===== config.mk =====
export PLATFORM = sky130hd
export DESIGN_NAME = peak_meter
export DESIGN_NICKNAME = d
export VERILOG_FILES = /design/src/rtl/meter_pkg.sv /design/src/rtl/msb_encode.sv /design/src/rtl/peak_meter.sv
export SDC_FILE = /design/constraint.sdc
export NUM_CORES = 1
export LEC_CHECK = 0
export CAP_MARGIN = 30
export CORE_UTILIZATION = 45
export CTS_CLUSTER_SIZE = 20
export DETAILED_ROUTE_END_ITERATION = 16
export PLACE_DENSITY = 0.66
export SLEW_MARGIN = 20
export SYNTH_ARGS = -nofsm -noshare
export SYNTH_HDL_FRONTEND = slang
export SYNTH_SLANG_ARGS = --single-unit

===== constraint.sdc =====
create_clock -name wclk -period 5.62 [get_ports wclk]
set_input_delay 0.562 -clock wclk [delete_from_list [all_inputs] [get_ports wclk]]
set_output_delay 0.562 -clock wclk [all_outputs]
set_load 0.03 [all_outputs]

===== src/rtl/meter_pkg.sv =====
// Shared widths, hold-marker state encoding and segment-offset helper
// for the peak_meter level display.
package meter_pkg;

  localparam int LVL_W = 5;
  localparam int PK_W  = 23;

  typedef enum logic [1:0] {
    IDLE = 2'd0,
    HOLD = 2'd1,
    FALL = 2'd2
  } hold_state_t;

  // Number of low log levels that fall below the first bar segment.
  function automatic logic [LVL_W-1:0] seg_offset(input int nseg);
    return LVL_W'(PK_W - nseg);
  endfunction

endpackage


===== src/rtl/msb_encode.sv =====
// Leading-one detector: maps a 23-bit magnitude to its log level,
// 0 for a zero input, otherwise (index of the highest set bit)+1.
module msb_encode
  import meter_pkg::*;
(
  input  logic [PK_W-1:0]  i_val,
  output logic [LVL_W-1:0] o_lvl
);

  // Scan upward so the highest set bit wins.
  always_comb begin
    o_lvl = '0;
    for (int i = 0; i < PK_W; i++) begin
      o_lvl = i_val[i] ? LVL_W'(i + 1) : o_lvl;
    end
  end

endmodule


===== src/rtl/peak_meter.sv =====
// Log-scale level meter: three-stage level pipeline, fast-attack/timed-decay
// bar register and a peak-hold marker that freezes, then falls toward the bar.
module peak_meter
  import meter_pkg::*;
#(
  parameter int NSEG       = 16,
  parameter int DECAY_DIV  = 48000,
  parameter int HOLD_STEPS = 32
) (
  input  logic             wclk,
  input  logic             rst,
  input  logic             en,
  input  logic [PK_W-1:0]  peak,
  output logic [LVL_W-1:0] level,
  output logic [NSEG-1:0]  bar,
  output logic [LVL_W-1:0] hold_seg,
  output logic             upd
);

  localparam logic [LVL_W-1:0] OFF     = seg_offset(NSEG);
  localparam int               DIV_W   = (DECAY_DIV > 1) ? $clog2(DECAY_DIV) : 1;
  localparam logic [DIV_W-1:0] DIV_MAX = DIV_W'(DECAY_DIV - 1);
  localparam int               HC_W    = (HOLD_STEPS > 1) ? $clog2(HOLD_STEPS) : 1;
  localparam logic [HC_W-1:0]  HC_MAX  = HC_W'(HOLD_STEPS - 1);

  logic [PK_W-1:0]  r_pk;
  logic             r_sv1, r_sv2, r_sv3;
  logic [LVL_W-1:0] r_lvl, r_seg, r_cur, r_hold;
  logic [DIV_W-1:0] r_div;
  logic [HC_W-1:0]  r_hcnt;
  hold_state_t      r_state;
  logic [NSEG-1:0]  r_bar;
  logic             r_chg, r_upd;

  logic [LVL_W-1:0] w_lvl, w_seg_next, w_cur_next, w_hold_next;
  logic [LVL_W-1:0] w_fall_dec, w_fall;
  logic [HC_W-1:0]  w_hcnt_next;
  hold_state_t      w_state_next;
  logic [NSEG-1:0]  w_bar_next;
  logic             w_tick, w_chg;

  msb_encode u_enc (
    .i_val (r_pk),
    .o_lvl (w_lvl)
  );

  assign w_seg_next = (r_lvl > OFF) ? (r_lvl - OFF) : '0;
  assign w_tick     = (r_div == DIV_MAX);

  // Level pipeline: capture, log-encode, map onto segment range.
  always_ff @(posedge wclk or posedge rst) begin
    if (rst) begin
      r_pk  <= '0;
      r_sv1 <= 1'b0;
      r_lvl <= '0;
      r_sv2 <= 1'b0;
      r_seg <= '0;
      r_sv3 <= 1'b0;
    end else begin
      r_pk  <= en ? peak : r_pk;
      r_sv1 <= en;
      r_lvl <= w_lvl;
      r_sv2 <= r_sv1;
      r_seg <= w_seg_next;
      r_sv3 <= r_sv2;
    end
  end

  // Decay prescaler.
  always_ff @(posedge wclk or posedge rst) begin
    if (rst) begin
      r_div <= '0;
    end else begin
      r_div <= w_tick ? '0 : (r_div + DIV_W'(1));
    end
  end

  // Attack beats decay; a sample equal to the bar holds it through the tick.
  always_comb begin
    if (r_sv3 && (r_seg > r_cur)) begin
      w_cur_next = r_seg;
    end else if (w_tick && (r_cur != '0) && (!r_sv3 || (r_seg < r_cur))) begin
      w_cur_next = r_cur - LVL_W'(1);
    end else begin
      w_cur_next = r_cur;
    end
  end

  // Marker falls by one per tick but never below the bar.
  always_comb begin
    w_fall_dec = (r_hold != '0) ? (r_hold - LVL_W'(1)) : '0;
    w_fall     = (w_fall_dec > w_cur_next) ? w_fall_dec : w_cur_next;
  end

  // Hold FSM next state; a new maximum overrides every transition.
  always_comb begin
    w_state_next = r_state;
    w_hold_next  = r_hold;
    w_hcnt_next  = r_hcnt;
    if (w_cur_next > r_hold) begin
      w_hold_next  = w_cur_next;
      w_hcnt_next  = '0;
      w_state_next = HOLD;
    end else begin
      case (r_state)
        IDLE: begin
          w_state_next = IDLE;
        end
        HOLD: begin
          if (w_tick && (r_hcnt == HC_MAX)) begin
            w_state_next = FALL;
          end else if (w_tick) begin
            w_hcnt_next = r_hcnt + HC_W'(1);
          end else begin
            w_hcnt_next = r_hcnt;
          end
        end
        FALL: begin
          if (w_tick) begin
            w_hold_next  = w_fall;
            w_state_next = (w_fall == '0) ? IDLE : FALL;
          end else begin
            w_hold_next = r_hold;
          end
        end
        default: begin
          w_state_next = IDLE;
          w_hold_next  = '0;
          w_hcnt_next  = '0;
        end
      endcase
    end
  end

  // Thermometer image of the next bar value, plus change detect.
  always_comb begin
    w_bar_next = '0;
    for (int i = 0; i < NSEG; i++) begin
      w_bar_next[i] = (LVL_W'(i) < w_cur_next);
    end
    w_chg = (w_cur_next != r_cur) || (w_hold_next != r_hold);
  end

  // Bar, hold FSM and update-pulse registers.
  always_ff @(posedge wclk or posedge rst) begin
    if (rst) begin
      r_cur   <= '0;
      r_bar   <= '0;
      r_hold  <= '0;
      r_hcnt  <= '0;
      r_state <= IDLE;
      r_chg   <= 1'b0;
      r_upd   <= 1'b0;
    end else begin
      r_cur   <= w_cur_next;
      r_bar   <= w_bar_next;
      r_hold  <= w_hold_next;
      r_hcnt  <= w_hcnt_next;
      r_state <= w_state_next;
      r_chg   <= w_chg;
      r_upd   <= r_chg;
    end
  end

  assign level    = r_lvl;
  assign bar      = r_bar;
  assign hold_seg = r_hold;
  assign upd      = r_upd;

endmodule

# Word level (Yosys, flattened, before mapping)
# Cells that the tools add are included.
# Widths: inputs -> output; s select.
# op_classes
addsub	5
multipliers	0
n_div	0
n_lt_le_gt_ge	21
n_eq_ne	11
shifts	0
muxes	41
bitwise_logic	0
n_reduce_logical	15
# op_table
op	count
$mux 5	32
$lt 4x5->1 const A	8
$lt 3x5->1 const A	4
$pmux 5 s2	2
$add 16x1->16 const B	1
$eq 16x16->1 const B	1
$mux 16	1
$gt 5x5->1	3
$ne 3x3->1 const B	4
$lt 1x5->1 const A	2
$lt 2x5->1 const A	2
$ne 5x5->1	2
$reduce_bool 5->1	2
$sub 5x1->5 const B	2
$mux 2	4
$add 5x1->5 const B	1
$eq 5x5->1 const B	1
$gt 5x3->1 const B	1
$logic_not 5->1	1
$lt 5x5->1	1
$sub 5x3->5 const B	1
$logic_and 1x1->1	4
$pmux 2 s2	1
$reduce_or 2->1	2
9 further kinds	10
# word_totals
regBits	87
latch_bits	0
mem_bits_rw	0
romBits	0
input_bits	26
out_inout_bits	27
memories	0

# Longest topological paths before layout
# Gate-level depths: netlist of run 1.
# logic_depth
depth_word	23
mapped_depth	18
depth_no_buf	17

# Cells and area by module
# Synthesis of run 1 repeated with hierarchy kept, for this count alone.
# hier_totals
cells_unflattened	466
hier_area_um2	4719.5
# modules_own_cells
module	n_inst	cells_per_inst	area_each_um2	seq_area_each_um2
peak_meter	1	425	4460.5	2152.1
msb_encode	1	41	259.0	0.0

# Worst setup path before layout of run 1
# No wires, ideal clock.
# synth_timing
path_type	register to register
startpoint	register bar[15] (netlist name)
endpoint	register r_chg
setup_ns	0.138
t_arrival_ns	4.118
required_time_ns	5.482
setup_slack_ns	1.364
path_stages_with_launch	18
n_path_buf	1
cell_sequence	dfrtp_1 inv_1 ha_1 and3_1 o21a_1 o21ai_0 mux2_2 o21ai_0 inv_1 ha_1 o21ai_0 a21oi_1 o311ai_0 clkbuf_1 o211ai_2 and3_1 nor4_1 nand4_1
# synth_lines
item	line	rtl
end signal, assigned	peak_meter.sv:160	r_chg <= w_chg;
end, declared	peak_meter.sv:33	logic r_chg, r_upd;

==> results of run 1 <==
-- layout make-up --
type,instances,area [um2],share of cell area [%]
clock buffers,9,124,2.18
clock inverters,7,100,1.76
inverters,31,120,2.11
multi-input cells,358,2410,42.5
flip-flops and latches,86,2150,37.9
well taps,136,170,3.00
repair buffers,59,601,10.6
-- flip-flops by register name, indices dropped and copies added, names as in the netlist --
| name | cells |
|---|---|
| r_state | 2 |
| r_sv2 | 1 |
| r_div | 16 |
| r_pk | 23 |
| bar | 16 |
| r_sv1 | 1 |
| level | 5 |
| r_hcnt | 5 |
| r_cur | 4 |
| hold_seg | 5 |
| upd | 1 |
| r_seg | 5 |
| r_sv3 | 1 |
| r_chg | 1 |
-- path summary, 6_finish.rpt --
check                      slack [ns]        end
min in group asynchronous        0.59  r_div[11]
setup reg to reg                 0.68      r_chg
setup / recovery                 0.68      r_chg
hold / removal                   0.36      r_sv2
max in group asynchronous        4.44   r_cur[1]
hold reg to reg                  0.36      r_sv2
-- cells in the final DEF, fill, tap and decap left out, types with 3 or more instances in the layout --
master,instances
nor4_1,7
nand3_1,19
buf_4,5
inv_1,28
a211o_1,3
xnor2_1,9
clkdlybuf4s50_1,52
o21ai_0,36
o21bai_1,3
nor2_1,40
nand4_1,9
dfrtp_1,86
mux2_2,20
o22ai_1,5
or3_1,3
o21a_1,3
clkbuf_8,9
a21oi_1,22
nand2_1,40
nand2b_1,5
nor3_1,18
inv_6,4
and2_1,5
or2_2,5
xor2_1,10
a211oi_1,3
ha_1,26
and3_1,8
-- power breakdown --
part           internal (uW)  switching [uW]
Combinational            573             922
Sequential               737             108
Clock                    256             240
-- per-stage QoR --
step           util [%]  cell area (um2)  hold slack (ns)  setup slack, ns
2_1_floorplan         -             4740            0.331             1.36
3_3_place_gp       52.7             5410            0.336            0.854
3_5_place_dp       53.1             5460            0.341            0.672
4_1_cts            55.3             5680            0.357            0.591
5_1_grt            55.3             5680            0.364            0.240
6_report           55.3             5680            0.359            0.684
-- logic make-up (layout without fill, tap and decap cells) --
kind of cell,count (synthesis),in the layout,share of synthesized area [%]
adders and majority gates,26,26,6.86
muxes,22,22,5.17
xor gates and xnor gates,19,19,3.51
DFF,86,86,45.4
and+or+nand+nor,177,177,19.5
AOI/OAI and AO/OA,114,114,15.8
buffers and inverters,44,106,3.80
-- metal layers --
metal | vias up | track usage, % | share of wire [%]
met1 | 1879 | 27.0 | 45
met3 | 24 | 2.93 | 3.9
met4 | 0 | 10.5 | 2.7
met2 | 96 | 35.6 | 48
li1 | 1878 | - | -
met5 | - | 0 | 0
-- what timing repair did --
item                                    4_1_cts  5_1_grt
setup buffers                                 0        0
endpoints found under the setup margin        0        1
gates resized for setup                       0        1
==> qor.yml, run 1 <==
synth.distinct_cells: 72
syn_area_per_cell_um2: 9.72
ir_drop_mv: 0.235
synth.top_cell.area_share_pct: 45.4
min_period_over_period_pct: 87.8
vias_per_cell: 5.65
tightest_slew_ns: 0.679
finalHoldViolations: 0
critPathMaxStageDelay_ns: 0.49
io_pins: 53
netlist_area_um2: 4740
clkTransAtPathRegs_ns: 0.10
maxCapViolations: 0
ys_ff_latch: 86
critPathTopFamily: "compound AO/OA/AOI/OAI gates"
dr.pass1.iters: 5
critPathCaptureType: "flop"
finalSetupViolCount: 0
die_area_um2: 11000
run_status: "completed"
rsz0062_at_grt: "false"
nets: 597
whs_path_depth: 0
drc: 0
fill_cells: 940
ant_nets: 0
p_leak_uw: 0.00243
grt_use_total_pct: 21.2
synth-edff-count: 0
wl_um: 10800
maxSlewHeadroom_pct: 54.2
gp_congestion: 0.929
ys.flop_type: "dfrtp_1"
reg2reg_depth: 17
power.total_uw: 2840
critPathMaxFanout: 15
yosysTopAreaCell: "dfrtp_1"
crit_start: "bar[15]"
synth.area.top_cells: "dfrtp_1 (45%), ha_1 (6.9%), mux2_2 (4.7%)"
cts_buffers: 9
arrival_ns: 5.19
fin_skew_ns: 0.0178
die_y_um: 105
cp-start-kind: "flop"
drtIter0Drc: 228
port-buffer-count: 52
crit_cells: 17
p_per_area_nw_per_um2: 500
grt_pass1_wl_um: 18400
vias: 3877
crit_chain: "inv_1 -> ha_1 -> and3_1 -> o21a_1 -> o21ai_0 -> mux2_2 -> o21ai_1 -> inv_1 -> ha_1 -> and4_1 -> nand2_1 -> o311a_1 -> a311oi_1 -> a2111oi_0 -> o2111ai_1 -> nor4_1 -> nand4_1"
dp_hpwl_um: 8150
grt_antenna_before_repair: 0
wl_per_cell_um: 15.8
area_delta_synth_final_pct: 19.7
clockRootBuffer: "clkbuf_8"
worst_skew_pair.late_latency_ns: 0.38
hold_class: "reg -> reg"
grt-ovfl-total: 0
cts_tree: "done"
final_cells: 686
crit_slowest_cell: "o311a_1"
fin_crit_ns: 4.94
async_reset_ff_share_pct: 100
synthCells: 488
crit_type: "reg -> reg"
max_freq_mhz: 203
hold_start: "r_sv1"
yosysMostFrequentCell: "dfrtp_1"
yosys-top-cells-count: "dfrtp_1 (86), nand2_1 (40), nor2_1 (40), o21ai_0 (37), inv_1 (29)"
r2r-start: "bar[15]"
rows: 37
htreeDepth: 3
postCtsHoldBufs: 0
start_util_pct: 46.2
grt_pass1_vias: 3839
maxSlewViolCount: 0
place_inst: 670
critPathRequiredTime_ns: 5.87
crit_buf_inv: 2
fin_tns_setup_ns: 0
yosysWarnings: 0
drive_gt1_share_pct: 11.6
synth-seq-area-share_pct: 45.4
clockBufferDepth: 2
grt_max_degree: 56
cts_sinks: 86
n_antenna_cell: 0
syn_nets: 540
coreArea_um2: 10300
die_x_um: 105
Power figures use the tool's default switching activity.
==> inputs of run 2 (changes only) <==
==> constraint.sdc (replaced) <==
create_clock -name wclk -period 5.62 [get_ports wclk]
set_input_delay 0.843 -clock wclk [delete_from_list [all_inputs] [get_ports wclk]]
set_output_delay 0.843 -clock wclk [all_outputs]
set_load 0.03 [all_outputs]
==> run 2 against run 1 <==
  * Global-route usage down 0.23 points
  * Setup slack got worse by 0.13 ns
  * Core utilization shrank 0.35 points
  * Maximum frequency shrank 2.6%
  * Critical endpoint unchanged
  * Register-to-register slack lost 0.13 ns
  * Critical path type unchanged
  * Largest cell class unchanged
  * First-iteration DRC count fell by 3.5%
  * Hold slack lost 0.0096 ns
  * Flip-flop and latch count is the same
  * Via count increased by 0.59%
  * Die area stayed put
  * Power fell by 1.1%
  * Sequential share of layout area up 0.24 points
==> qor.yml, run 2 (synthesized netlist as in run 1, its figures left out) <==
run_status: "completed"
drc: 0
pwr-share-seq_pct: 30.1
hold_class: "reg -> reg"
power.switching_uw: 1260
final_cell_mix: "dfrtp_1 (86), clkdlybuf4s50_1 (52), nor2_1 (40), nand2_1 (40), o21ai_0 (37)"
wl_um: 10700
worst_skew_pair.late_latency_ns: 0.36
clkTransAtPathRegs_ns: 0.09
power.total_uw: 2810
final_common_cell: "dfrtp_1"
p_per_area_nw_per_um2: 497
fin_tns_setup_ns: 0
finalSetupViolCount: 0
clkPwrFrac_pct: 16.6
grt_pass1_wl_um: 18100
drtIter0Drc: 220
cts_sinks: 86
die_x_um: 105
fill_cells: 924
dp_hpwl_um: 7980
maxSlewHeadroom_pct: 51.9
maxSlewViolCount: 0
clockRootBuffer: "clkbuf_8"
max_freq_mhz: 197
grt-ovfl-total: 0
dr.pass1.iters: 4
tightest_slew_ns: 0.714
p_leak_uw: 0.00241
fin_crit_ns: 5.07
wl_per_cell_um: 15.7
cts_buffers: 9
critPathCaptureType: "flop"
ctsResizeCount: 0
n_antenna_cell: 0
die_y_um: 105
drive_gt1_share_pct: 11.5
vias_per_cell: 5.69
finalHoldViolations: 0
rsz0062_at_grt: "false"
cts_tree: "done"
rows: 37
clockBufferDepth: 2
area_delta_synth_final_pct: 18.9
postCtsHoldBufs: 0
gp_congestion: 0.926
multi_input_area_um2: 2410
ir_drop_mv: 0.217
vias: 3900
ant_nets: 0
maxCapViolations: 0
port-buffer-count: 52
grt_max_degree: 58
ff_latch_area_um2: 2150
grt_use_total_pct: 21.0
swShare_pct: 44.8
io_pins: 53
htreeDepth: 3
largest_reg_flops: 23
cp-start-kind: "flop"
crit_type: "reg -> reg"
critPathMaxFanout: 15
grt_pass1_vias: 3813
final_util_pct: 54.9
regMostFlops: "r_pk"
p_int_uw: 1550
postCtsSetupRepairBufs: 0
min_period_over_period_pct: 90.2
combPwrFrac_pct: 53.3
critPathRequiredTime_ns: 5.86
grt_antenna_before_repair: 0
nets: 596
start_util_pct: 46.2
coreArea_um2: 10300
die_area_um2: 11000
arrival_ns: 5.31
fin_skew_ns: 0.00761
## run 2: area by class of cell
class,count,area share (%)
well taps,136,3.02
flip-flops and latches,86,38.1
multi-input cells,358,42.7
clock buffers,12,2.93
repair buffers,58,10.1
clock inverters,4,0.953
inverters,31,2.13
## run 2: power groups by stage
stage	Sequential, uW	Clock (uW)	Combinational (uW)
after detailed placement	855	0	1480
final	844	465	1500
after floorplan	950	0	935
after global placement	855	0	1440
after global routing	862	508	1660
after CTS	844	477	1480
## run 2: path summary, 6_finish.rpt
| check | start | end | slack [ns] | cells after the start |
|---|---|---|---|---|
| worst max-delay path | bar[15] | r_chg | 0.55 | 17 |
| max in group asynchronous | rst | bar[13] | 3.73 | 3 |
| worst min-delay path | r_sv1 | r_sv2 | 0.35 | 0 |
| worst min register to register | r_sv1 | r_sv2 | 0.35 | 0 |
| min in group asynchronous | rst | level[3] | 0.81 | 2 |
| worst max register to register | bar[15] | r_chg | 0.55 | 17 |
## run 2: per-stage QoR
stage	cells	cell area (um2)	setup WS, ns	hold WS (ns)
2_1_floorplan	488	4740	1.36	0.331
3_3_place_gp	668	5410	0.855	0.335
3_5_place_dp	669	5420	0.705	0.335
4_1_cts	685	5640	0.661	0.355
5_1_grt	685	5640	0.121	0.364
6_report	685	5640	0.552	0.349
## run 2: metal layers
metal	up-vias	part of all wire, %	track usage, %
met2	111	47	33.6
met4	0	3.0	10.1
li1	1873	-	-
met1	1889	46	27.1
met5	-	0	0
met3	27	4.4	4.49
## run 2: critical path, stage by stage, from the launching register on
cell	delay, ns
dfrtp_1	0.44
inv_1	0.11
ha_1	0.35
and3_1	0.22
o21a_1	0.11
o21ai_0	0.40
mux2_2	0.41
o21ai_0	0.57
inv_1	0.19
ha_1	0.33
and4_1	0.20
nand2_1	0.08
o311a_1	0.50
a311oi_1	0.09
a2111oi_0	0.43
o2111ai_1	0.17
nor4_1	0.20
nand4_1	0.12
